[src/rtl/rtc_cal_pkg.sv]
// Shared types and calendar helpers for the RTC calendar stage.
package rtc_cal_pkg;

    localparam int RTC_YEAR_W = 7;

    typedef struct packed {
        logic [RTC_YEAR_W-1:0] year;
        logic [3:0]            mon;
        logic [4:0]            day;
        logic [2:0]            wday;
        logic [4:0]            hour;
        logic [5:0]            min;
        logic [5:0]            sec;
    } rtc_time_t;

    // 2000-01-01 00:00:00, a Saturday
    localparam rtc_time_t RTC_CAL_RST_TIME = '{
        year: '0, mon: 4'd1, day: 5'd1, wday: 3'd6,
        hour: '0, min: '0, sec: '0
    };

    // The 2000-2099 range needs no century rule
    function automatic logic is_leap(input logic [RTC_YEAR_W-1:0] year);
        return (year[1:0] == 2'b00);
    endfunction

    function automatic logic [4:0] dim(input logic [3:0] mon,
                                       input logic [RTC_YEAR_W-1:0] year);
        case (mon)
            4'd2:                    dim = is_leap(year) ? 5'd29 : 5'd28;
            4'd4, 4'd6, 4'd9, 4'd11: dim = 5'd30;
            default:                 dim = 5'd31;
        endcase
    endfunction

endpackage

[src/rtl/rtc_cal_field.sv]
// Generic wrapping calendar field: load has priority over increment,
// and increment at max wraps to min while asserting carry.
module rtc_cal_field
    import rtc_cal_pkg::*;
#(
    parameter int           W       = 6,
    parameter logic [W-1:0] RST_VAL = '0
) (
    input  logic         i_clk,
    input  logic         i_rst_n,
    input  logic         i_inc,
    input  logic         i_ld,
    input  logic [W-1:0] i_ld_val,
    input  logic [W-1:0] i_min,
    input  logic [W-1:0] i_max,
    output logic [W-1:0] o_value,
    output logic         o_carry
);

    logic [W-1:0] r_val;
    logic         w_at_max;

    // >= rather than == so an out-of-range value still wraps cleanly
    assign w_at_max = (r_val >= i_max);
    assign o_carry  = i_inc & ~i_ld & w_at_max;
    assign o_value  = r_val;

    // Field register: load, else wrap/increment on inc
    always_ff @(posedge i_clk or negedge i_rst_n) begin
        if (!i_rst_n)
            r_val <= RST_VAL;
        else if (i_ld)
            r_val <= i_ld_val;
        else if (i_inc)
            r_val <= w_at_max ? i_min : r_val + 1'b1;
    end

endmodule

[src/rtl/rtc_calendar.sv]
// RTC calendar stage: binary sec/min/hour/wday/day/mon/year driven by the
// 1 Hz tick, with validated software load and an optional masked alarm.
// Optional feature macro: RTC_CAL_ALARM_EN (alarm comparator and alrm_o).
module rtc_calendar
    import rtc_cal_pkg::*;
#(
    parameter int YEAR_WIDTH = RTC_YEAR_W,
    parameter int YEAR_MAX   = 99
) (
    input  logic       rtc_clk_i,
    input  logic       rtc_rst_n_i,
    input  logic       en_i,
    input  logic       sec_tick_i,
    input  logic       ld_i,
    input  rtc_time_t  ld_time_i,
    output rtc_time_t  time_o,
    output logic       day_carry_o,
    output logic       ld_err_o,
    input  rtc_time_t  alrm_time_i,
    input  logic [3:0] alrm_mask_i,
    output logic       alrm_o
);

    localparam logic [RTC_YEAR_W-1:0] LP_YEAR_MAX = YEAR_WIDTH'(YEAR_MAX);

    logic                  w_tick, w_ld_ok, w_ld;
    logic                  w_sec_c, w_min_c, w_hour_c, w_day_c, w_mon_c;
    logic                  w_wday_unused_c, w_year_unused_c;
    logic [5:0]            w_sec, w_min;
    logic [4:0]            w_hour, w_day, w_dim;
    logic [2:0]            w_wday;
    logic [3:0]            w_mon;
    logic [RTC_YEAR_W-1:0] w_year;
    logic                  r_day_carry, r_ld_err;

    // Load beats a simultaneous tick; a disabled calendar drops ticks
    assign w_tick = en_i & sec_tick_i & ~ld_i;

    assign w_ld_ok = (ld_time_i.sec  < 6'd60) && (ld_time_i.min < 6'd60) &&
                     (ld_time_i.hour < 5'd24) && (ld_time_i.wday < 3'd7) &&
                     (ld_time_i.mon >= 4'd1)  && (ld_time_i.mon <= 4'd12) &&
                     (ld_time_i.day >= 5'd1)  &&
                     (ld_time_i.day <= dim(ld_time_i.mon, ld_time_i.year)) &&
                     (ld_time_i.year <= LP_YEAR_MAX);
    assign w_ld    = ld_i & w_ld_ok;
    assign w_dim   = dim(w_mon, w_year);

    rtc_cal_field #(.W(6), .RST_VAL(RTC_CAL_RST_TIME.sec)) u_sec (
        .i_clk(rtc_clk_i), .i_rst_n(rtc_rst_n_i), .i_inc(w_tick), .i_ld(w_ld),
        .i_ld_val(ld_time_i.sec), .i_min(6'd0), .i_max(6'd59),
        .o_value(w_sec), .o_carry(w_sec_c));

    rtc_cal_field #(.W(6), .RST_VAL(RTC_CAL_RST_TIME.min)) u_min (
        .i_clk(rtc_clk_i), .i_rst_n(rtc_rst_n_i), .i_inc(w_sec_c), .i_ld(w_ld),
        .i_ld_val(ld_time_i.min), .i_min(6'd0), .i_max(6'd59),
        .o_value(w_min), .o_carry(w_min_c));

    rtc_cal_field #(.W(5), .RST_VAL(RTC_CAL_RST_TIME.hour)) u_hour (
        .i_clk(rtc_clk_i), .i_rst_n(rtc_rst_n_i), .i_inc(w_min_c), .i_ld(w_ld),
        .i_ld_val(ld_time_i.hour), .i_min(5'd0), .i_max(5'd23),
        .o_value(w_hour), .o_carry(w_hour_c));

    rtc_cal_field #(.W(3), .RST_VAL(RTC_CAL_RST_TIME.wday)) u_wday (
        .i_clk(rtc_clk_i), .i_rst_n(rtc_rst_n_i), .i_inc(w_hour_c), .i_ld(w_ld),
        .i_ld_val(ld_time_i.wday), .i_min(3'd0), .i_max(3'd6),
        .o_value(w_wday), .o_carry(w_wday_unused_c));

    rtc_cal_field #(.W(5), .RST_VAL(RTC_CAL_RST_TIME.day)) u_day (
        .i_clk(rtc_clk_i), .i_rst_n(rtc_rst_n_i), .i_inc(w_hour_c), .i_ld(w_ld),
        .i_ld_val(ld_time_i.day), .i_min(5'd1), .i_max(w_dim),
        .o_value(w_day), .o_carry(w_day_c));

    rtc_cal_field #(.W(4), .RST_VAL(RTC_CAL_RST_TIME.mon)) u_mon (
        .i_clk(rtc_clk_i), .i_rst_n(rtc_rst_n_i), .i_inc(w_day_c), .i_ld(w_ld),
        .i_ld_val(ld_time_i.mon), .i_min(4'd1), .i_max(4'd12),
        .o_value(w_mon), .o_carry(w_mon_c));

    rtc_cal_field #(.W(RTC_YEAR_W), .RST_VAL(RTC_CAL_RST_TIME.year)) u_year (
        .i_clk(rtc_clk_i), .i_rst_n(rtc_rst_n_i), .i_inc(w_mon_c), .i_ld(w_ld),
        .i_ld_val(ld_time_i.year), .i_min('0), .i_max(LP_YEAR_MAX),
        .o_value(w_year), .o_carry(w_year_unused_c));

    assign time_o = {w_year, w_mon, w_day, w_wday, w_hour, w_min, w_sec};

    // Single-cycle status pulses: midnight rollover and rejected load
    always_ff @(posedge rtc_clk_i or negedge rtc_rst_n_i) begin
        if (!rtc_rst_n_i) begin
            r_day_carry <= 1'b0;
            r_ld_err    <= 1'b0;
        end else begin
            r_day_carry <= w_hour_c;
            r_ld_err    <= ld_i & ~w_ld_ok;
        end
    end

    assign day_carry_o = r_day_carry;
    assign ld_err_o    = r_ld_err;

`ifdef RTC_CAL_ALARM_EN
    logic r_upd, r_alrm, w_match;

    assign w_match = (alrm_mask_i[0] | (time_o.sec  == alrm_time_i.sec))  &
                     (alrm_mask_i[1] | (time_o.min  == alrm_time_i.min))  &
                     (alrm_mask_i[2] | (time_o.hour == alrm_time_i.hour)) &
                     (alrm_mask_i[3] | (time_o.day  == alrm_time_i.day));

    // Compare only once after each time update so a held match pulses once
    always_ff @(posedge rtc_clk_i or negedge rtc_rst_n_i) begin
        if (!rtc_rst_n_i) begin
            r_upd  <= 1'b0;
            r_alrm <= 1'b0;
        end else begin
            r_upd  <= w_tick | w_ld;
            r_alrm <= r_upd & w_match;
        end
    end

    assign alrm_o = r_alrm;
`else
    logic w_alrm_unused;
    assign w_alrm_unused = ^{alrm_time_i, alrm_mask_i};
    assign alrm_o        = 1'b0;
`endif

endmodule

[config.mk]
export PLATFORM = sky130hd
export DESIGN_NAME = rtc_calendar
export DESIGN_NICKNAME = d
export VERILOG_FILES = /design/src/rtl/rtc_cal_pkg.sv /design/src/rtl/rtc_cal_field.sv /design/src/rtl/rtc_calendar.sv
export SDC_FILE = /design/constraint.sdc
export NUM_CORES = 1
export LEC_CHECK = 0
export BUFFER_PORTS_ARGS = -buffer_cell sky130_fd_sc_hd__buf_2
export CAP_MARGIN = 20
export CORE_MARGIN = 3
export CORE_UTILIZATION = 43
export DETAILED_ROUTE_END_ITERATION = 16
export GPL_ROUTABILITY_DRIVEN = 1
export PLACE_DENSITY_LB_ADDON = 0.25
export SLEW_MARGIN = 5
export SYNTH_ARGS = -nofsm -noshare
export SYNTH_HDL_FRONTEND = slang
export SYNTH_SLANG_ARGS = --single-unit
[constraint.sdc]
create_clock -name rtc_clk_i -period 2.5 [get_ports rtc_clk_i]
set_input_delay 0.375 -clock rtc_clk_i [delete_from_list [all_inputs] [get_ports rtc_clk_i]]
set_output_delay 0.375 -clock rtc_clk_i [all_outputs]
set_load 0.03 [all_outputs]
==> results_dict.tcl, run 1 <==
set metrics [dict create \
    min_period_over_period 1.050 \
    drt_iter0_drc 108 \
    clk_pin_slew_ps 80 \
    drc 0 \
    path_buf_inv 2 \
    reg2reg_slack_ps -120 \
    fin_ws_ps -123.8 \
    postLayoutCoreUtil 0.5995 \
    insertion_delay_ps 300 \
    routabilityCongestion 0.8527 \
    r2r-start "u_mon.o_value[0]" \
    layout-drive-gt1-share 0.3664 \
    wire_per_inst_um 15.70 \
    first_pass_iters 4 \
    dieHeight_um 86.01 \
    syn_inst 318 \
    syn_area_per_cell_um2 8.656 \
    grt_max_degree 39 \
    drv_cap 0 \
    synth_area_mm2 0.002753 \
    yosysUniqueCellTypes 63 \
    slew_viol_final 0 \
    critical-path-max-stage-delay_ps 620 \
    critical-path-top-delay-family "compound AO/OA/AOI/OAI gates" \
    slowest_stage "dfstp_2" \
    grt_pass1_wl_mm 12.61 \
    criticalPathCategory "reg -> reg" \
    max_freq_mhz 381.1 \
    rows 28 \
    cts.path.max_buffers 2 \
    grt.total_usage 0.2139 \
    start_util 0.4542 \
    clk_root_buffer_cell "clkbuf_8" \
    tns_ps -575.9 \
    crit_arrival_ps 2820 \
    reg2reg_depth 13 \
    p_leak_nw 1.685 \
    hold_violations 0 \
    slew_headroom 0.4197 \
    synth_edf_count 0 \
    worst_path_most_repeated_cell "o21ai_1" \
    final_cell_mix "78 x buf_2, 34 x nand2_1, 33 x dfrtp_1, 33 x buf_4, 24 x nor2_1" \
    startpoint_type "flip-flop" \
    synth_flop_cell "dfrtp_1" \
    violations "setup timing" \
    insertedDiodeCount 0 \
    final_common_cell "buf_2" \
    worst_slew_pin_slew_ps 870.5 \
    die_w_um 86.01 \
    crit_chain "inv_4 > ha_4 > o21ai_2 > o21ai_1 > o21ai_1 > ha_1 > nand2b_4 > a21o_4 > nor4b_4 > nand3_4 > buf_4 > nand2_4 > a221o_1" \
    dp_slack_ps -263.6 \
    rr_endpoint "u_year.o_value[4]" \
    yosysSeqAreaShare 0.3473 \
    critPathRequiredTime_ps 2690 \
    status "complete, but fails checks" \
    yosysWarnings 0 \
    hold_buffers 0 \
    min_period_ps 2624 \
    syn_to_final_growth_pct 32.00 \
    vias 2779 \
    path_max_fanout 5 \
    end_kind "flip-flop" \
    antenna_found_initial 0 \
    die_area_mm2 0.007398 \
    nNetsFinal 519 \
    cts.htree.levels 2 \
    setup_viol 10 \
    grt_pass1_vias 2642 \
    cts.sinks 38 \
    portBuffers 78 \
    fin_skew_ps 7.697 \
    min_path_type "in -> async" \
    drt_wl_total_mm 7.820 \
    cts_tree "built" \
    grt_setup_unrepaired "yes" \
    grt-ovfl-total 0 \
    synth-seq-cells 38 \
    synthesis.nets 415 \
    hpwl_mm 5.764 \
    vdd_ir_drop_max_v 0.0004754 \
    ys_async_sr_fraction 1.000 \
    antenna_left 0 \
    num_io_pins 120 \
    fin_cells 498 \
    dp.cells 485 \
    powerDensity_mw_per_mm2 811.6 \
    core_area_mm2 0.006061 \
    via_per_inst 5.580 \
    numCtsBuffers 5 \
]
## state kept, by name, indices dropped and copies added, names as in the netlist
name	flops
u_mon.o_value	4
day_carry_o	1
u_year.o_value	7
u_min.o_value	6
u_wday.o_value	3
u_sec.o_value	6
u_hour.o_value	5
u_day.o_value	5
ld_err_o	1
## metal layers
| metal | wire (um) | global-route usage |
|---|---|---|
| met5 | 0 | 0 |
| met4 | 104 | 0.06331 |
| met3 | 329 | 0.04227 |
| met2 | 3969 | 0.3630 |
| met1 | 3416 | 0.2742 |
## power breakdown
group          switching, W  internal (W)  total (W)
logic              0.000862      0.000588    0.00145
registers          0.000253      0.000782    0.00104
clock network      0.000242      0.000222   0.000464
total               0.00136       0.00159    0.00295
## per-stage QoR
| stage | hold slack [ps] | power [W] | cell area [um2] |
|---|---|---|---|
| floorplan | 79.41 | 0.001982 | 2806 |
| global placement | 518.9 | 0.002374 | 3413 |
| detailed placement | 533.6 | 0.002418 | 3413 |
| CTS | 210.7 | 0.002899 | 3528 |
| global route | 247.5 | 0.003171 | 3633 |
| finish | 182.1 | 0.002949 | 3633 |
## how the worst max path moves through the flow
| stage | slack [ps] | start | depth (start not counted) | endpoint |
|---|---|---|---|---|
| after detailed placement | -260 | ld_time_i[28] | 11 | u_min.o_value[2] |
| after global placement | -250 | ld_time_i[28] | 11 | u_min.o_value[2] |
| after floorplan | -160 | u_mon.o_value[0] | 11 | u_year.o_value[4] |
| after global routing | -270 | u_mon.o_value[0] | 12 | u_year.o_value[4] |
| final | -120 | u_mon.o_value[0] | 13 | u_year.o_value[4] |
| after CTS | -70 | u_mon.o_value[0] | 12 | u_year.o_value[4] |
## cell type report
| class | count | area (um2) |
|---|---|---|
| clock inverters | 2 | 12.51 |
| inverters | 12 | 47.55 |
| multi-input cells | 252 | 1779 |
| well taps | 75 | 93.84 |
| fillers | 573 | 2427 |
| flip-flops and latches | 38 | 957.2 |
| repair buffers | 113 | 660.6 |
| clock buffers | 6 | 82.58 |
## Yosys cell counts (4+ instances only)
cell | n | area, um2
ha_1 | 16 | 200.2
nor3_1 | 16 | 80.08
nor2b_1 | 4 | 25.02
a31oi_1 | 14 | 87.58
o21ai_0 | 25 | 125.1
nor2_1 | 24 | 90.09
a21oi_1 | 14 | 70.07
mux2i_1 | 9 | 90.09
nand3_1 | 17 | 85.08
a221o_1 | 4 | 40.04
o211ai_1 | 8 | 60.06
nand2_1 | 36 | 135.1
dfrtp_1 | 34 | 850.8
inv_1 | 12 | 45.04
clkbuf_1 | 5 | 18.77
dfstp_2 | 4 | 105.1
## kinds of logic (layout without fill, tap and decap cells)
logic type,after synthesis,after routing,synth area share
AO/OA/AOI/OAI,94,94,0.2341
XOR/XNOR,1,1,0.003182
adder cells (fa/ha/maj),17,17,0.07636
buffers and inverters,28,133,0.05363
flip-flops,38,38,0.3473
multiplexers,9,9,0.03273
other,1,1,0.001362
AND/OR/NAND/NOR,130,130,0.2514
## what timing repair did
item                       4_1_cts  5_1_grt
setup endpoints to repair        5       30
pin swaps                        2       14
setup buffers                    1        4
resized for setup                4       17
(Power assumes the default switching activity.)
==> run 2, diff against run 1 <==
- CAP_MARGIN: 20 -> not set
- SETUP_SLACK_MARGIN: not set -> 0.15
==> results_dict.tcl, run 2 (synthesis results as in run 1) <==
set metrics [dict create \
    power_w 0.003010 \
    dieHeight_um 86.01 \
    violations "setup timing" \
    antenna_left 0 \
    syn_to_final_growth_pct 37.14 \
    seqCellArea_um2 958.4 \
    hold_violations 0 \
    num_io_pins 120 \
    die_area_mm2 0.007398 \
    routabilityCongestion 0.8920 \
    crit_arrival_ps 2750 \
    multi_input_area_mm2 0.001849 \
    cts.path.max_buffers 2 \
    antenna_found_initial 0 \
    die_w_um 86.01 \
    slew_headroom 0.5477 \
    via_per_inst 5.673 \
    layout-drive-gt1-share 0.3953 \
    min_period_over_period 1.031 \
    grt.total_usage 0.2039 \
    fin_skew_ps 12.92 \
    wire_per_inst_um 15.18 \
    nNetsFinal 526 \
    path_max_fanout 6 \
    numCtsBuffers 5 \
    worst_slew_pin_slew_ps 673.2 \
    min_path_type "in -> reg" \
    startpoint_type "flip-flop" \
    final_cell_mix "76 x buf_2, 35 x buf_4, 33 x nand2_1" \
    cts.htree.levels 2 \
    drc 0 \
    grt_pass1_wl_mm 12.11 \
    slew_viol_final 0 \
    drt_iter0_drc 135 \
    insertedDiodeCount 0 \
    tns_ps -205.8 \
    grt_max_degree 25 \
    hpwl_mm 5.736 \
    rows 28 \
    grt_setup_unrepaired "yes" \
    max_freq_mhz 388.2 \
    insertion_delay_ps 290 \
    p_leak_nw 1.747 \
    fin_ws_ps -76.28 \
    status "complete, but fails checks" \
    portBuffers 78 \
    cts_tree "built" \
    criticalPathCategory "reg -> reg" \
    reg2reg_slack_ps -80 \
    clk_root_buffer_cell "clkbuf_8" \
    setup_viol 7 \
    powerDensity_mw_per_mm2 797.5 \
    drv_cap 0 \
    critPathRequiredTime_ps 2680 \
    first_pass_iters 4 \
    clk_pin_slew_ps 80 \
    final_common_cell "buf_2" \
    cts.sinks 38 \
    fillers 531 \
    end_kind "flip-flop" \
    core_area_mm2 0.006061 \
    grt-ovfl-total 0 \
    drt_wl_total_mm 7.666 \
    largest_reg_flops 7 \
    start_util 0.4542 \
    min_period_ps 2576 \
    vdd_ir_drop_max_v 0.0004419 \
    vias 2865 \
    grt_pass1_vias 2649 \
]
run 2: cell count changes in the layout (fill, tap and decap cells not counted), sizes merged:
cell	before	now
dlygate4sd3	0	1
or3	1	2
clkinv	1	0
clkinvlp	1	0
buf	113	118
clkbuf	6	8
run 2: what timing repair did:
| action | in CTS | in global routing |
|---|---|---|
| pin swaps | 6 | 26 |
| endpoints found under the setup margin | 18 | 30 |
| setup buffers | 3 | 5 |
| cloned | 0 | 1 |
| endpoints found under the hold margin | 14 | 0 |
| hold buffers | 1 | 0 |
| resized for setup | 8 | 40 |
run 2: worst paths after layout:
| kind | from | end | cells past startpoint |
|---|---|---|---|
| worst min register to register | u_wday.o_value[2] | u_wday.o_value[2] | 2 |
| min in group asynchronous | rtc_rst_n_i | u_hour.o_value[4] | 2 |
| worst max-delay path | u_mon.o_value[0] | u_year.o_value[4] | 12 |
| worst min-delay path | ld_time_i[6] | u_min.o_value[0] | 3 |
| worst max register to register | u_mon.o_value[0] | u_year.o_value[4] | 12 |
| max in group asynchronous | rtc_rst_n_i | u_wday.o_value[1] | 3 |
run 2: where the power goes:
group,switching [W],internal (W)
Sequential,0.000244,0.000784
Clock,0.000213,0.000225
Combinational,0.000895,0.000650
Total,0.00135,0.00166
run 2: final cells by class:
class,instances,area share
clock buffer,8,0.02386
tap,75,0.02486
multi-input combinational,253,0.4899
inverter,12,0.01260
sequential,38,0.2539
timing repair buffer,119,0.1949
run 2: critical path, stage by stage, from the launching register on:
cell      delay [ps]
dfstp_2          610
inv_4             70
ha_4             160
o21ai_2          110
o21ai_1           70
o21ai_1          150
ha_1             140
nand2b_4         110
a21o_4           120
nor4b_4          280
nand3_4          150
o211a_1          250
a221o_1          250
run 2: stage by stage:
| stage | hold WS (ps) | area, um2 | cells | worst slack [ps] | utilization |
|---|---|---|---|---|---|
| floorplan | 79.41 | 2823 | 318 | -155.1 | - |
| global placement | 293.7 | 3435 | 487 | -176.6 | 0.5667 |
| detailed placement | 296.3 | 3435 | 487 | -233.4 | 0.5667 |
| CTS | 285.3 | 3581 | 499 | -55.36 | 0.5908 |
| global route | 302.0 | 3775 | 505 | -190.8 | 0.6228 |
| finish | 287.6 | 3775 | 505 | -76.28 | 0.6228 |
run 2: metal layers:
metal  GRT usage  vias up  share of wire
met3     0.04611       13          0.050
met4     0.06763        0          0.016
li1            -     1423              -
met5           0        -              0
met2      0.3378       74           0.49
met1      0.2619     1355           0.44
